`src/rtl/biu_pkg.sv`:
```
// Shared types and constants for the minimum-mode bus interface unit.
// Widths are fixed: 20-bit physical address and 16-bit AD bus.
package biu_pkg;

    localparam int ADDR_W = 20;
    localparam int DATA_W = 16;

    typedef enum logic [2:0] {
        ST_IDLE = 3'd0,
        ST_T1   = 3'd1,
        ST_T2   = 3'd2,
        ST_T3   = 3'd3,
        ST_TW   = 3'd4,
        ST_T4   = 3'd5,
        ST_HOLD = 3'd6
    } state_t;

    // Segment status codes driven on S4:S3 from T2 through T4.
    localparam logic [1:0] SEG_ES = 2'b00;
    localparam logic [1:0] SEG_SS = 2'b01;
    localparam logic [1:0] SEG_CS = 2'b10;
    localparam logic [1:0] SEG_DS = 2'b11;

    // BHE# is asserted for word transfers and for byte transfers on the odd (high) lane.
    function automatic logic bhe_n_of(input logic word, input logic addr0);
        return !(word | addr0);
    endfunction

endpackage

```
`src/rtl/biu_bus_ctrl.sv`:
```
// Minimum-mode bus cycle controller: runs T1/T2/T3/TW/T4 cycles on a split AD bus.
// Optional bus hold/acknowledge support is built when macro BIU_HOLD_EN is defined.
module biu_bus_ctrl
    import biu_pkg::*;
(
    input  logic        clk,
    input  logic        rst,
    input  logic        req_valid,
    output logic        req_ready,
    input  logic        req_write,
    input  logic        req_mem,
    input  logic        req_word,
    input  logic [19:0] req_addr,
    input  logic [1:0]  req_seg,
    input  logic [15:0] req_wdata,
    output logic        rsp_valid,
    output logic [15:0] rsp_rdata,
    input  logic [15:0] ad_in,
    output logic [15:0] ad_out,
    output logic        ad_oe,
    output logic [3:0]  a_hi_status,
    output logic        bhe_n,
    output logic        ale,
    output logic        rd_n,
    output logic        wr_n,
    output logic        m_io,
    output logic        dt_r_n,
    output logic        den_n,
    output logic        bus_oe,
    input  logic        ready,
    input  logic        hold,
    output logic        hlda
);

    state_t      state;
    state_t      state_next;
    logic        enter_hold;
    logic        accept;
    logic        capture_rd;

    logic        lat_write;
    logic        lat_mem;
    logic        lat_word;
    logic [19:0] lat_addr;
    logic [1:0]  lat_seg;
    logic [15:0] lat_wdata;

    // Hold is only honoured at cycle boundaries and beats a simultaneous request.
    always_comb begin
        enter_hold = 1'b0;
`ifdef BIU_HOLD_EN
        enter_hold = hold && ((state == ST_IDLE) || (state == ST_T4));
`endif
    end

`ifndef BIU_HOLD_EN
    logic unused_hold;
    assign unused_hold = hold;
`endif

    assign req_ready  = ((state == ST_IDLE) || (state == ST_T4)) && !enter_hold;
    assign accept     = req_valid && req_ready;
    assign capture_rd = ((state == ST_T3) || (state == ST_TW)) && ready && !lat_write;

    always_comb begin
        state_next = state;
        case (state)
            ST_IDLE, ST_T4: begin
                if (enter_hold) begin
                    state_next = ST_HOLD;
                end else if (req_valid) begin
                    state_next = ST_T1;
                end else begin
                    state_next = ST_IDLE;
                end
            end
            ST_T1:        state_next = ST_T2;
            ST_T2:        state_next = ST_T3;
            ST_T3, ST_TW: state_next = ready ? ST_T4 : ST_TW;
            ST_HOLD: begin
`ifdef BIU_HOLD_EN
                state_next = hold ? ST_HOLD : ST_IDLE;
`else
                state_next = ST_IDLE;
`endif
            end
            default:      state_next = ST_IDLE;
        endcase
    end

    always_ff @(posedge clk or negedge rst) begin
        if (!rst) begin
            state <= ST_IDLE;
        end else begin
            state <= state_next;
        end
    end

    // Request fields are only consulted in T1..T4, so they carry no reset.
    always_ff @(posedge clk) begin
        if (accept) begin
            lat_write <= req_write;
            lat_mem   <= req_mem;
            lat_word  <= req_word;
            lat_addr  <= req_addr;
            lat_seg   <= req_seg;
            lat_wdata <= req_wdata;
        end
    end

    always_ff @(posedge clk or negedge rst) begin
        if (!rst) begin
            rsp_rdata <= '0;
        end else if (capture_rd) begin
            rsp_rdata <= ad_in;
        end
    end

    // Bus outputs decode only from the state register and latched request.
    always_comb begin
        ale         = 1'b0;
        rd_n        = 1'b1;
        wr_n        = 1'b1;
        den_n       = 1'b1;
        dt_r_n      = 1'b1;
        m_io        = 1'b1;
        ad_oe       = 1'b0;
        ad_out      = '0;
        a_hi_status = '0;
        bhe_n       = 1'b1;
        rsp_valid   = 1'b0;
        hlda        = 1'b0;
        bus_oe      = 1'b1;
        case (state)
            ST_T1: begin
                ale         = 1'b1;
                ad_oe       = 1'b1;
                ad_out      = lat_addr[15:0];
                a_hi_status = lat_addr[19:16];
                bhe_n       = bhe_n_of(lat_word, lat_addr[0]);
                m_io        = lat_mem;
            end
            ST_T2, ST_T3, ST_TW: begin
                a_hi_status = {2'b00, lat_seg};
                bhe_n       = bhe_n_of(lat_word, lat_addr[0]);
                m_io        = lat_mem;
                den_n       = 1'b0;
                if (lat_write) begin
                    ad_oe  = 1'b1;
                    ad_out = lat_wdata;
                    wr_n   = 1'b0;
                    dt_r_n = 1'b1;
                end else begin
                    rd_n   = 1'b0;
                    dt_r_n = 1'b0;
                end
            end
            ST_T4: begin
                a_hi_status = {2'b00, lat_seg};
                bhe_n       = bhe_n_of(lat_word, lat_addr[0]);
                m_io        = lat_mem;
                rsp_valid   = !lat_write;
            end
            ST_HOLD: begin
`ifdef BIU_HOLD_EN
                hlda   = 1'b1;
                bus_oe = 1'b0;
`endif
            end
            default: begin
            end
        endcase
    end

endmodule

```
`config.mk`:
```
export PLATFORM = sky130hd
export DESIGN_NAME = biu_bus_ctrl
export DESIGN_NICKNAME = d
export VERILOG_FILES = /design/src/rtl/biu_pkg.sv /design/src/rtl/biu_bus_ctrl.sv
export SDC_FILE = /design/constraint.sdc
export NUM_CORES = 1
export LEC_CHECK = 0
export BUFFER_PORTS_ARGS = -buffer_cell sky130_fd_sc_hd__buf_2
export CAP_MARGIN = 20
export CELL_PAD_IN_SITES_DETAIL_PLACEMENT = 1
export CELL_PAD_IN_SITES_GLOBAL_PLACEMENT = 2
export CORE_MARGIN = 2
export CORE_UTILIZATION = 30
export CTS_CLUSTER_SIZE = 14
export DETAILED_ROUTE_END_ITERATION = 12
export GPL_TIMING_DRIVEN = 0
export PLACE_DENSITY = 0.88
export SETUP_SLACK_MARGIN = 0.1
export SLEW_MARGIN = 0
export SYNTH_ARGS = -nofsm -noshare
export SYNTH_HDL_FRONTEND = slang
export SYNTH_SLANG_ARGS = --single-unit
export TNS_END_PERCENT = 1
```
`constraint.sdc`:
```
create_clock -name clk -period 2.7 [get_ports clk]
set_input_delay 0 -clock clk [delete_from_list [all_inputs] [get_ports clk]]
set_output_delay 0 -clock clk [all_outputs]
set_load 0.01 [all_outputs]
```
-- After elaboration in Yosys (flattened, before gate mapping)
Cells that the tools add are included.
- bits in registers: 60
- bits of input ports: 62
- output and inout bits: 48
- word-level logic and storage cells: 43
- equal/unequal tests: 5
- muxes and demuxes: 16
- bitwise gates (word level): 1
- reduce and logical (&&, ||, !) cells: 13
- operators with widths (kind ; number):
    $pmux W16 S2 ; 1
    $mux W16 ; 1
    $pmux W3 S4 ; 1
    $mux W1 ; 11
    $pmux W4 S2 ; 1
    $eq A3 B2 Y1 const B ; 2
    $eq A3 B3 Y1 const B ; 2
    $reduce_or A5 Y1 ; 1
    $reduce_or A2 Y1 ; 2
    $reduce_or A4 Y1 ; 1
    $eq A3 B1 Y1 const B ; 1
    $logic_and A1 B1 Y1 ; 3
    $logic_not A3 Y1 ; 1
    $reduce_or A3 Y1 ; 1
    $logic_not A1 Y1 ; 2
    $logic_or A1 B1 Y1 ; 2
    $pmux W1 S2 ; 1
    $or A1 B1 Y1 ; 1

-- Depth between registers and ports, before layout
Gate-level depths: netlist of the first run.
- word-level depth: 4
- mapped depth: 6
- gate-level depth less buffers: 3

-- Worst setup path before layout of the first run
OpenSTA, ideal clock, no wires.
- path kind: reg2reg
- start: register state[2]
- end: register lat_addr[0] (enable)
- data arrival time: 2104 ps
- path slack: 194 ps
- cell stages (with the launch flop): 5
- path buffers: 1
- path through: dfrtp_1 > clkbuf_1 > nor2b_1 > nor3_1 > and2_1
- cells in the longest elaborated chain, start to end: 3
- elaborated cells between the ends (all ways): 4
- RTL lines (what ; line ; source):
    start: declaration ; biu_bus_ctrl.sv:35 ; state_t state;
    start signal: assignment ; biu_bus_ctrl.sv:95 ; state <= state_next;
    $eq A3 B3 Y1 or $logic_not A3 Y1 (tied branches) ; biu_bus_ctrl.sv:61 ; assign req_ready = ((state == ST_IDLE) || (state == ST_T4)) && !enter_hold;
    $logic_or A1 B1 Y1 * ; biu_bus_ctrl.sv:61 ;
    net req_ready ; biu_bus_ctrl.sv:9 ; output logic req_ready,
    $logic_and A1 B1 Y1 * ; biu_bus_ctrl.sv:62 ; assign accept = req_valid && req_ready;
    net accept ; biu_bus_ctrl.sv:38 ; logic accept;
    end signal: assignment ; biu_bus_ctrl.sv:105 ; lat_addr <= req_addr;
    end: declaration ; biu_bus_ctrl.sv:44 ; logic [19:0] lat_addr;
The timed path passes the listed nets; every way through them passes the cells marked *.
A chain may end at the register's enable or synchronous reset.

-- Worst setup path after layout of the first run
- start: register state[2]
- end: register lat_wdata[3] (enable)
- cells in the longest elaborated chain, start to end: 3
- elaborated cells between the ends (all ways): 4
- RTL lines (what ; line ; source):
    $eq A3 B3 Y1 or $logic_not A3 Y1 (tied branches) ; biu_bus_ctrl.sv:61 ;
    $logic_or A1 B1 Y1 * ; biu_bus_ctrl.sv:61 ;
    $logic_and A1 B1 Y1 * ; biu_bus_ctrl.sv:62 ;
    net accept ; biu_bus_ctrl.sv:38 ;
    end signal: assignment ; biu_bus_ctrl.sv:107 ; lat_wdata <= req_wdata;
    end: declaration ; biu_bus_ctrl.sv:46 ; logic [15:0] lat_wdata;
Marked as above.

==> flow_summary.toml, run 1 <==
[synthesis]
async_flop_share_pct = 31.7
synth_area_leaders = "edfxtp_1 46%, dfrtp_1 18%, a221oi_1 5.3%, a22o_1 5.3%, o32ai_1 5.3%"
synthDistinctLibCells = 31
syn-num-nets = 265
synth_top_area_share_pct = 46.5
syn_area_per_cell_sq_um = 13.0
synth_edf_count = 41
syn_inst = 203
synth_ff_type = "edfxtp_1"
yosys_warnings = 0
syn_area_sq_um = 2650
synth.largest_area_cell = "edfxtp_1"
ys_seq_elements = 60
ys_seq_area_share_pct = 64.4

[grt]
grt_usage_pct = 19.1
antenna_found_initial = 0
grt_pass1_wl_um = 14100
grt_max_degree = 42
grt_pass1_vias = 2635
overflow = 0

[setup_path]
worst-setup-path-type = "reg -> reg"
path_cells = "clkbuf_1 -> nor2b_1 -> nor3_1 -> and2_2"
arrival_ns = 2.20
startpoint = "state[2]$_DFF_PN0_"
critPathCapture = "lat_wdata[3]$_DFFE_PP_"
r2r_slack_ns = 0.48
rr_endpoint = "lat_wdata[3]$_DFFE_PP_"
max_stage_delay_ns = 0.81
reg2reg_from = "state[2]$_DFF_PN0_"
cp-end-kind = "register"
path_max_fanout = 41
r2r_cells = 4
start_kind = "register"
cp_slowest_cell = "and2_2"
required_ns = 2.68

[placement]
dp_cells = 417
dpl_cell_area_sq_um = 3320
port_buffers = 106
dp_hpwl_um = 5150
finalWeightedCongestion = 0.674

[route]
viasPerCell = 5.01
first_iter_violations = 81
wl_per_cell_um = 18.0
route.met3.wl_um = 988
drc = 0
top_layer = "met4"
first_pass_iters = 4
ant_nets = 0
routed_wl_um = 8610
vias = 2390
wl_met2_um = 3900
m1WireLength_um = 3570

[layout]
stdcell_count = 477
diodes = 0
fillerInstances = 963
fin_nets = 426
multi_input_comb_area_sq_um = 757
layout-drive-gt1-share_pct = 36.9
regArea_sq_um = 1710
syn_to_final_growth_pct = 50.5
design_area_sq_um = 3990

[min_path]
min_path_type = "in -> reg"

[timing]
slew_headroom_pct = 37.7
fin_crit_ns = 2.22
setup_violations = 0
clock_skew_ns = 0.0117
fin_crit_sh_pct = 82.3
fmax_ghz = 0.450
grt_setup_unrepaired = "no"
tightest_slew_ns = 0.934
slew_violations = 0
hold_viol_final = 0

[cts]
cts_resized = 0
postCtsHoldBufs = 44
cts-htree-levels = 3
post_cts_buffers = 0
root_buffer = "clkbuf_8"
clkSlewWorstSetupHoldPaths_ns = 0.08
cts_tree = "yes"
clk_latency_ns = 0.36
cts_sinks = 60
clk_path_buf_depth = 2
cts_buffers = 9

[die]
io_pins = 110
die_h_um = 98.0
start_util_pct = 30.7
core_area_sq_um = 8640
dieArea_sq_um = 9600
fp-row-count = 34
dieWidth_um = 98.0

[status]
status = "complete, no violations"

[power]
p_per_area_nw_per_um2 = 1060
ir_worst_vdd_v = 0.000409
p_leak_nw = 1.70
p_total_mw = 4.24

[flow_run]
drv_cap = 0
-- through the flow --
stage	utilization (%)	setup slack [ns]	hold WS [ns]	TNS, ns
floorplan	-	0.194	-0.296	0
global placement	38.4	-0.137	-0.0265	-5.54
detailed placement	38.4	0.434	-0.0258	0
CTS	46.2	0.430	0.0169	0
global route	46.2	0.252	0.0379	0
finish	46.2	0.478	0.0302	0
-- synthesized netlist by cell type (3+ instances only) --
cell / count
edfxtp_1: 41
dfrtp_1: 19
nor3_1: 18
inv_1: 17
a221oi_1: 16
a22o_1: 16
o32ai_1: 16
clkbuf_1: 13
and2_1: 4
buf_4: 4
nand2_1: 4
buf_6: 3
nand2b_1: 3
nor2_1: 3
nor2b_1: 3
o21ai_0: 3
-- worst max-delay path, delay by kind of cell, from the launching register on --
| kind | cells | cell delay, ns |
|---|---|---|
| simple gates | 3 | 1.18 |
| buf+inv | 1 | 0.23 |
| flops | 1 | 0.43 |
-- cells by family (layout without fill, tap and decap cells) --
| family | after synthesis | after routing | synth area share, % |
|---|---|---|---|
| other | 2 | 2 | 0.284 |
| XOR/XNOR | 1 | 1 | 0.331 |
| AO/OA/AOI/OAI | 58 | 58 | 18.8 |
| multiplexers | 1 | 1 | 0.378 |
| buffers and inverters | 39 | 205 | 7.04 |
| flip-flops | 60 | 60 | 64.4 |
| AND/OR/NAND/NOR | 42 | 42 | 8.74 |
-- layout make-up --
class | count | area share, %
flip-flops and latches | 60 | 42.8
repair buffers | 150 | 24.4
multi-input cells | 104 | 19.0
well taps | 108 | 3.39
clock buffers | 9 | 3.11
plain buffers | 22 | 3.08
clock inverters | 7 | 2.67
inverters | 17 | 1.60
-- registers in the layout (all words and copies together), names as in the netlist --
name and flops:
lat_addr 20, lat_mem 1, lat_seg 2, lat_wdata 16, lat_word 1, lat_write 1
rsp_rdata 16, state 3
-- routing by layer --
layer  vias up  track usage (%)
li1       1108                -
met1      1140             22.9
met2       124             29.8
met3        18             10.3
met4         0             5.66
met5         -                0
-- power by group --
part	internal, mW	switching (mW)	leakage (nW)
clock network	0.535	0.428	0.116
registers	1.31	0.161	0.614
logic	0.778	1.03	0.970
total	2.62	1.62	1.70
-- cells in the final DEF (no fill, tap or decap), types with 9 or more instances in the layout --
cell           netlist  layout
o32ai_1             16      16
buf_2                2     108
clkbuf_8             0       9
nor3_1              18      18
inv_1               17      17
edfxtp_1            41      41
dfrtp_1             19      19
a221oi_1            16      16
dlygate4sd3_1        0      44
clkbuf_1            13      13
a22o_1              16      16
-- worst min-delay path by stage --
stage                     startpoint                   endpoint  slack [ns]  depth (start not counted)
after global placement           rst   rsp_rdata[1]$_DFFE_PN0P_       -0.03                          1
final                       ad_in[7]   rsp_rdata[7]$_DFFE_PN0P_        0.03                          3
after CTS                   ad_in[7]   rsp_rdata[7]$_DFFE_PN0P_        0.02                          3
after floorplan                  rst   rsp_rdata[0]$_DFFE_PN0P_       -0.30                          0
after detailed placement         rst   rsp_rdata[1]$_DFFE_PN0P_       -0.03                          1
after global routing       ad_in[11]  rsp_rdata[11]$_DFFE_PN0P_        0.04                          3
No activity file was read; power rests on OpenSTA's default activity.
==> inputs of run 2 (changes only) <==
--- a/config.mk
+++ b/config.mk
@@ -10,11 +10,11 @@
 export CELL_PAD_IN_SITES_DETAIL_PLACEMENT = 1
 export CELL_PAD_IN_SITES_GLOBAL_PLACEMENT = 2
 export CORE_MARGIN = 2
-export CORE_UTILIZATION = 30
+export CORE_UTILIZATION = 27
 export CTS_CLUSTER_SIZE = 14
 export DETAILED_ROUTE_END_ITERATION = 12
 export GPL_TIMING_DRIVEN = 0
-export PLACE_DENSITY = 0.88
+export PLACE_DENSITY = 0.84
 export SETUP_SLACK_MARGIN = 0.1
 export SLEW_MARGIN = 0
 export SYNTH_ARGS = -nofsm -noshare
==> constraint.sdc (replaced) <==
create_clock -name clk -period 1.9 [get_ports clk]
set_input_delay 0 -clock clk [delete_from_list [all_inputs] [get_ports clk]]
set_output_delay 0 -clock clk [all_outputs]
set_load 0.01 [all_outputs]
==> flow_summary.toml, run 2 (synthesized netlist as in run 1, its figures left out) <==
[placement]
finalWeightedCongestion = 0.722
port_buffers = 106
dp_cells = 442
dp_hpwl_um = 5550

[status]
violations = "setup timing"
status = "finished with violations"

[die]
die_h_um = 103
core_area_sq_um = 9640
dieArea_sq_um = 10600
dieWidth_um = 103
fp-row-count = 36
io_pins = 110
start_util_pct = 27.5

[setup_path]
cp-end-kind = "primary output"
crit_top_cell = "buf_6"
arrival_ns = 2.07
max_stage_delay_ns = 0.41
path_cells = "buf_6 -> or3b_1 -> buf_6 -> a21boi_4 -> buf_6 -> a22o_1 -> buf_2"
worst-setup-path-type = "reg -> out"
path_max_fanout = 10
reg2reg_from = "state[0]$_DFF_PN0_"
cp_slowest_cell = "dfrtp_1"
r2r_slack_ns = -0.04
r2r_cells = 5
required_ns = 1.90
critPathCapture = "ad_out[13]"
startpoint = "state[0]$_DFF_PN0_"
rr_endpoint = "lat_wdata[12]$_DFFE_PP_"
start_kind = "register"

[timing]
hold_viol_final = 0
grt_setup_unrepaired = "yes"
slew_violations = 0
tightest_slew_ns = 0.570
fin_crit_ns = 2.07
setup_violations = 60
clock_skew_ns = 0.0117
slew_headroom_pct = 62.0
fmax_ghz = 0.482
fin_crit_sh_pct = 109
setup_slack_ns = -0.173

[power]
p_per_area_nw_per_um2 = 1480
p_leak_nw = 1.74
ir_worst_vdd_v = 0.000549

[grt]
top_usage_layer = "met2"
grt_pass1_vias = 2685
antenna_found_initial = 0
grt_max_degree = 42
use_met1_pct = 22.7
met2_usage_pct = 31.3
grt_pass1_wl_um = 14700
grt_use_met3_pct = 7.25
overflow = 0
grt_usage_pct = 18.9

[route]
ant_nets = 0
viasPerCell = 4.80
wl_per_cell_um = 18.6
first_pass_iters = 4
vias = 2425
routed_wl_um = 9370
first_iter_violations = 52
drc = 0

[layout]
fillerInstances = 1080
reg_top3 = "lat_addr x20, lat_wdata x16, rsp_rdata x16"
diodes = 0
top_register = "lat_addr"
layout-drive-gt1-share_pct = 41.1
largest_register_ffs = 20
stdcell_count = 505
fin_nets = 429
syn_to_final_growth_pct = 54.8
fin_util_pct = 42.5
layout_common_cells = "102 x buf_2, 42 x dlygate4sd3_1, 41 x edfxtp_1"
final_common_cell = "buf_2"

[cts]
clk_latency_ns = 0.34
clk_path_buf_depth = 2
root_buffer = "clkbuf_8"
cts_tree = "yes"
clkSlewWorstSetupHoldPaths_ns = 0.08
cts_buffers = 9
cts-htree-levels = 3
cts_sinks = 60

[min_path]
min_path_type = "in -> reg"

[flow_run]
drv_cap = 0
## run 2: cell count changes in the layout (fill, tap and decap cells not counted), sizes merged
cell and change:
buf +4, clkinv +2, inv -3, dlygate4sd3 -2, bufinv -1, clkinvlp +1
clkbuf +2
## run 2: what timing repair did
action | in CTS | in global routing
hold buffers | 42 | 0
pin swaps | 4 | 6
endpoints found under the setup margin | 70 | 83
gates cloned | 0 | 0
setup buffers | 5 | 0
gates resized for setup | 17 | 9
endpoints found under the hold margin | 60 | 0
## run 2: per-layer routing
layer | share of wire (%) | vias up
li1 | - | 1108
met3 | 8.4 | 15
met4 | 2.0 | 0
met1 | 42 | 1181
met2 | 48 | 121
met5 | 0 | -
## run 2: how the worst min path moves through the flow
stage | startpoint | to | cells past startpoint
final | ad_in[13] | rsp_rdata[13]$_DFFE_PN0P_ | 3
after global routing | ad_in[1] | rsp_rdata[1]$_DFFE_PN0P_ | 3
after CTS | ad_in[1] | rsp_rdata[1]$_DFFE_PN0P_ | 3
after detailed placement | rst | rsp_rdata[1]$_DFFE_PN0P_ | 1
after global placement | rst | rsp_rdata[1]$_DFFE_PN0P_ | 1
after floorplan | rst | rsp_rdata[0]$_DFFE_PN0P_ | 0
## run 2: where the power goes
group | switching [mW] | internal [mW]
Combinational | 1.55 | 1.27
Sequential | 0.236 | 1.86
Clock | 0.555 | 0.606
Total | 2.34 | 3.73
## run 2: layout make-up
cell class              instances  area, sq um  area share (%)
plain buffers                  22          149            3.63
inverters                      17         63.8            1.56
repair buffers                153         1020            24.9
flip-flops and latches         60         1710            41.6
clock inverters                 6         65.1            1.59
well taps                     133          166            4.06
multi-input cells             104          803            19.6
clock buffers                  10          128            3.11
## run 2: per-stage QoR
step           setup WS (ns)  setup TNS (ns)  total power, mW  area (sq um)  hold slack [ns]
3_5_place_dp         0.00674               0             4.62          3350          -0.0212
4_1_cts               -0.167           -4.51             6.02          4070           0.0259
2_1_floorplan          0.148               0             3.62          2660           -0.296
6_report              -0.173           -3.54             6.07          4100           0.0374
3_3_place_gp          0.0197               0             4.50          3350          -0.0260
5_1_grt               -0.287          -10.61             6.51          4100           0.0432
## run 2: worst max-delay path, delay by kind of cell, from the launching register on
family	cells	cell delay, ns
buffers and inverters	4	0.58
DFF	1	0.41
AOI/OAI and AO/OA	2	0.38
and+or+nand+nor	1	0.36
==> inputs of run 3 (changes only) <==
--- a/config.mk
+++ b/config.mk
@@ -5,19 +5,20 @@
 export SDC_FILE = /design/constraint.sdc
 export NUM_CORES = 1
 export LEC_CHECK = 0
+export ABC_AREA = 1
 export BUFFER_PORTS_ARGS = -buffer_cell sky130_fd_sc_hd__buf_2
 export CAP_MARGIN = 20
 export CELL_PAD_IN_SITES_DETAIL_PLACEMENT = 1
 export CELL_PAD_IN_SITES_GLOBAL_PLACEMENT = 2
 export CORE_MARGIN = 2
-export CORE_UTILIZATION = 27
+export CORE_UTILIZATION = 25
 export CTS_CLUSTER_SIZE = 14
 export DETAILED_ROUTE_END_ITERATION = 12
 export GPL_TIMING_DRIVEN = 0
-export PLACE_DENSITY = 0.84
+export PLACE_DENSITY = 0.83
 export SETUP_SLACK_MARGIN = 0.1
 export SLEW_MARGIN = 0
 export SYNTH_ARGS = -nofsm -noshare
 export SYNTH_HDL_FRONTEND = slang
 export SYNTH_SLANG_ARGS = --single-unit
-export TNS_END_PERCENT = 1
+export TNS_END_PERCENT = 30
==> flow_summary.toml, run 3 <==
[grt]
grt_max_degree = 22
grt_pass1_vias = 2387
overflow = 0
grt_pass1_wl_um = 11900
grt_usage_pct = 15.2
antenna_found_initial = 0

[min_path]
min_path_type = "in -> reg"
worstHoldStart = "req_valid"
hold_depth = 3
hold_end = "state[0]$_DFF_PN0_"

[power]
internal-power_mw = 3.39
p_leak_nw = 1.87
p_sw_share_pct = 40.1
p_per_area_nw_per_um2 = 1420
p_comb_share_pct = 43.3
ir_worst_vdd_v = 0.000617
clock_power_share_pct = 20.5
power_switching_mw = 2.27
p_total_mw = 5.66
seqPwrFrac_pct = 36.2

[layout]
syn_to_final_growth_pct = 62.9
largest_register_ffs = 20
diodes = 0
fin_nets = 456
top_register = "lat_addr"
layout-drive-gt1-share_pct = 37.8
stdcell_count = 532
regArea_sq_um = 1710
multi_input_comb_area_sq_um = 637
reg_top3 = "lat_addr x20, lat_wdata x16, rsp_rdata x16"
final_common_cell = "buf_2"
fillerInstances = 1117
layout_common_cells = "108 x buf_2, 77 x nand2_1, 58 x dlygate4sd3_1"

[route]
routed_wl_um = 7780
first_iter_violations = 56
viasPerCell = 4.24
drc = 0
wl_per_cell_um = 14.6
vias = 2256
ant_nets = 0
first_pass_iters = 4

[setup_path]
required_ns = 1.90
rr_endpoint = "lat_addr[3]$_DFFE_PP_"
reg2reg_from = "state[2]$_DFF_PN0_"
start_kind = "register"
worst-setup-path-type = "reg -> out"
r2r_cells = 5
r2r_slack_ns = 0.22
arrival_ns = 1.70
cp-end-kind = "primary output"
path_max_fanout = 10

[placement]
port_buffers = 105
dp_cells = 455
dp_hpwl_um = 4630
finalWeightedCongestion = 0.683

[die]
core_area_sq_um = 9640
start_util_pct = 25.3
dieWidth_um = 103
io_pins = 110
die_h_um = 103
fp-row-count = 36
dieArea_sq_um = 10600

[synthesis]
ys_seq_elements = 60
syn_area_per_cell_sq_um = 11.3
synth_area_leaders = "edfxtp_1 50%, dfrtp_1 19%, nand2_1 12%, nand3_1 4.1%, nand4_1 4.1%"
async_flop_share_pct = 31.7
syn_area_sq_um = 2440
ys_seq_area_share_pct = 69.9
syn_inst = 217
synth.most_common_cell = "nand2_1"
synthDistinctLibCells = 21
synth.largest_area_cell = "edfxtp_1"
yosys-top-cells-count = "78 x nand2_1, 41 x edfxtp_1, 20 x nand3_1"
synth_ff_type = "edfxtp_1"
syn-num-nets = 279
yosys_warnings = 0
synth_top_area_share_pct = 50.4
synth_edf_count = 41

[cts]
cts_tree = "yes"
root_buffer = "clkbuf_8"
cts_buffers = 9
cts_sinks = 60
clk_path_buf_depth = 2
clk_latency_ns = 0.34
clkSlewWorstSetupHoldPaths_ns = 0.07
cts-htree-levels = 3

[timing]
fin_crit_sh_pct = 89.6
hold_viol_final = 0
fin_crit_ns = 1.70
clock_skew_ns = 0.0140
setup_violations = 0
slew_violations = 0
grt_setup_unrepaired = "yes"
fmax_ghz = 0.587

[flow_run]
drv_cap = 0

[status]
status = "complete, no violations"
-- run 3: cell count changes after synthesis, sizes merged, moves of 7 or more --
cell	change
a221oi	-16
a22o	-16
clkbuf	-11
inv	-7
nand2	+75
nand3	+24
nand4	+16
nor3	-17
o32ai	-16
-- run 3: worst max path at each step --
stage | slack [ns] | cells past startpoint | startpoint | to
after floorplan | 0.16 | 5 | state[2]$_DFF_PN0_ | lat_addr[0]$_DFFE_PP_
after global placement | -0.24 | 5 | state[2]$_DFF_PN0_ | lat_wdata[15]$_DFFE_PP_
after detailed placement | -0.31 | 5 | state[2]$_DFF_PN0_ | lat_addr[16]$_DFFE_PP_
after CTS | 0.06 | 7 | state[2]$_DFF_PN0_ | rd_n
after global routing | 0.06 | 6 | lat_write$_DFFE_PP_ | rd_n
final | 0.20 | 7 | state[2]$_DFF_PN0_ | rd_n
-- run 3: worst max-delay path, stage by stage, from the launching register on --
cell     delay (ns)
dfrtp_2        0.45
inv_1          0.13
nand3_2        0.17
nand3_4        0.11
buf_6          0.15
nand2_1        0.10
buf_4          0.14
buf_2          0.13
-- run 3: power groups by stage --
stage	Clock, mW	Combinational (mW)	Sequential, mW
floorplan	0	1.23	2.11
global placement	0	2.21	2.05
detailed placement	0	2.25	2.07
CTS	1.20	2.40	2.04
global route	1.27	2.75	2.09
finish	1.16	2.45	2.05
-- run 3: through the flow --
| stage | utilization [%] | setup slack, ns | instance area (sq um) | hold slack (ns) | setup TNS, ns |
|---|---|---|---|---|---|
| finish | 41.3 | 0.197 | 3980 | 0.0218 | 0 |
| global placement | 32.6 | -0.240 | 3140 | -0.0329 | -9.73 |
| floorplan | - | 0.158 | 2450 | -0.296 | 0 |
| global route | 41.3 | 0.0605 | 3980 | 0.00529 | 0 |
| detailed placement | 32.6 | -0.308 | 3140 | -0.0259 | -12.61 |
| CTS | 40.9 | 0.0572 | 3940 | 0.0139 | 0 |
-- run 3: cells by family (layout without fill, tap and decap cells) --
kind of cell,Yosys count,after routing,share of synthesized area [%]
AO/OA/AOI/OAI,3,3,0.615
flip-flops,60,60,69.9
AND/OR/NAND/NOR,128,128,24.1
other,2,2,0.307
buffers and inverters,24,206,5.07
-- run 3: final cells by class --
class | count | share of cell area, %
timing repair buffer | 164 | 28.0
multi-input combinational | 133 | 16.0
clock inverter | 7 | 1.92
sequential | 60 | 43.0
inverter | 11 | 1.19
buffer | 13 | 2.23
timing repair inverter | 2 | 0.377
tap | 133 | 4.18
clock buffer | 9 | 3.11
-- run 3: routing by layer --
layer  global-route usage, %  routed length, um  part of all wire, %
met5                       0                  0                    0
met4                    5.26                112                  1.4
met3                    3.73                343                  4.4
met2                    27.5               4070                   52
met1                    17.6               3260                   42
-- run 3: what timing repair did --
| item | in CTS | in global routing |
|---|---|---|
| gates resized for setup | 5 | 10 |
| gates cloned | 1 | 1 |
| hold buffers | 58 | 0 |
| hold endpoints to repair | 76 | 0 |
| setup buffers | 0 | 1 |
| endpoints found under the setup margin | 51 | 65 |
| pin swaps | 1 | 1 |
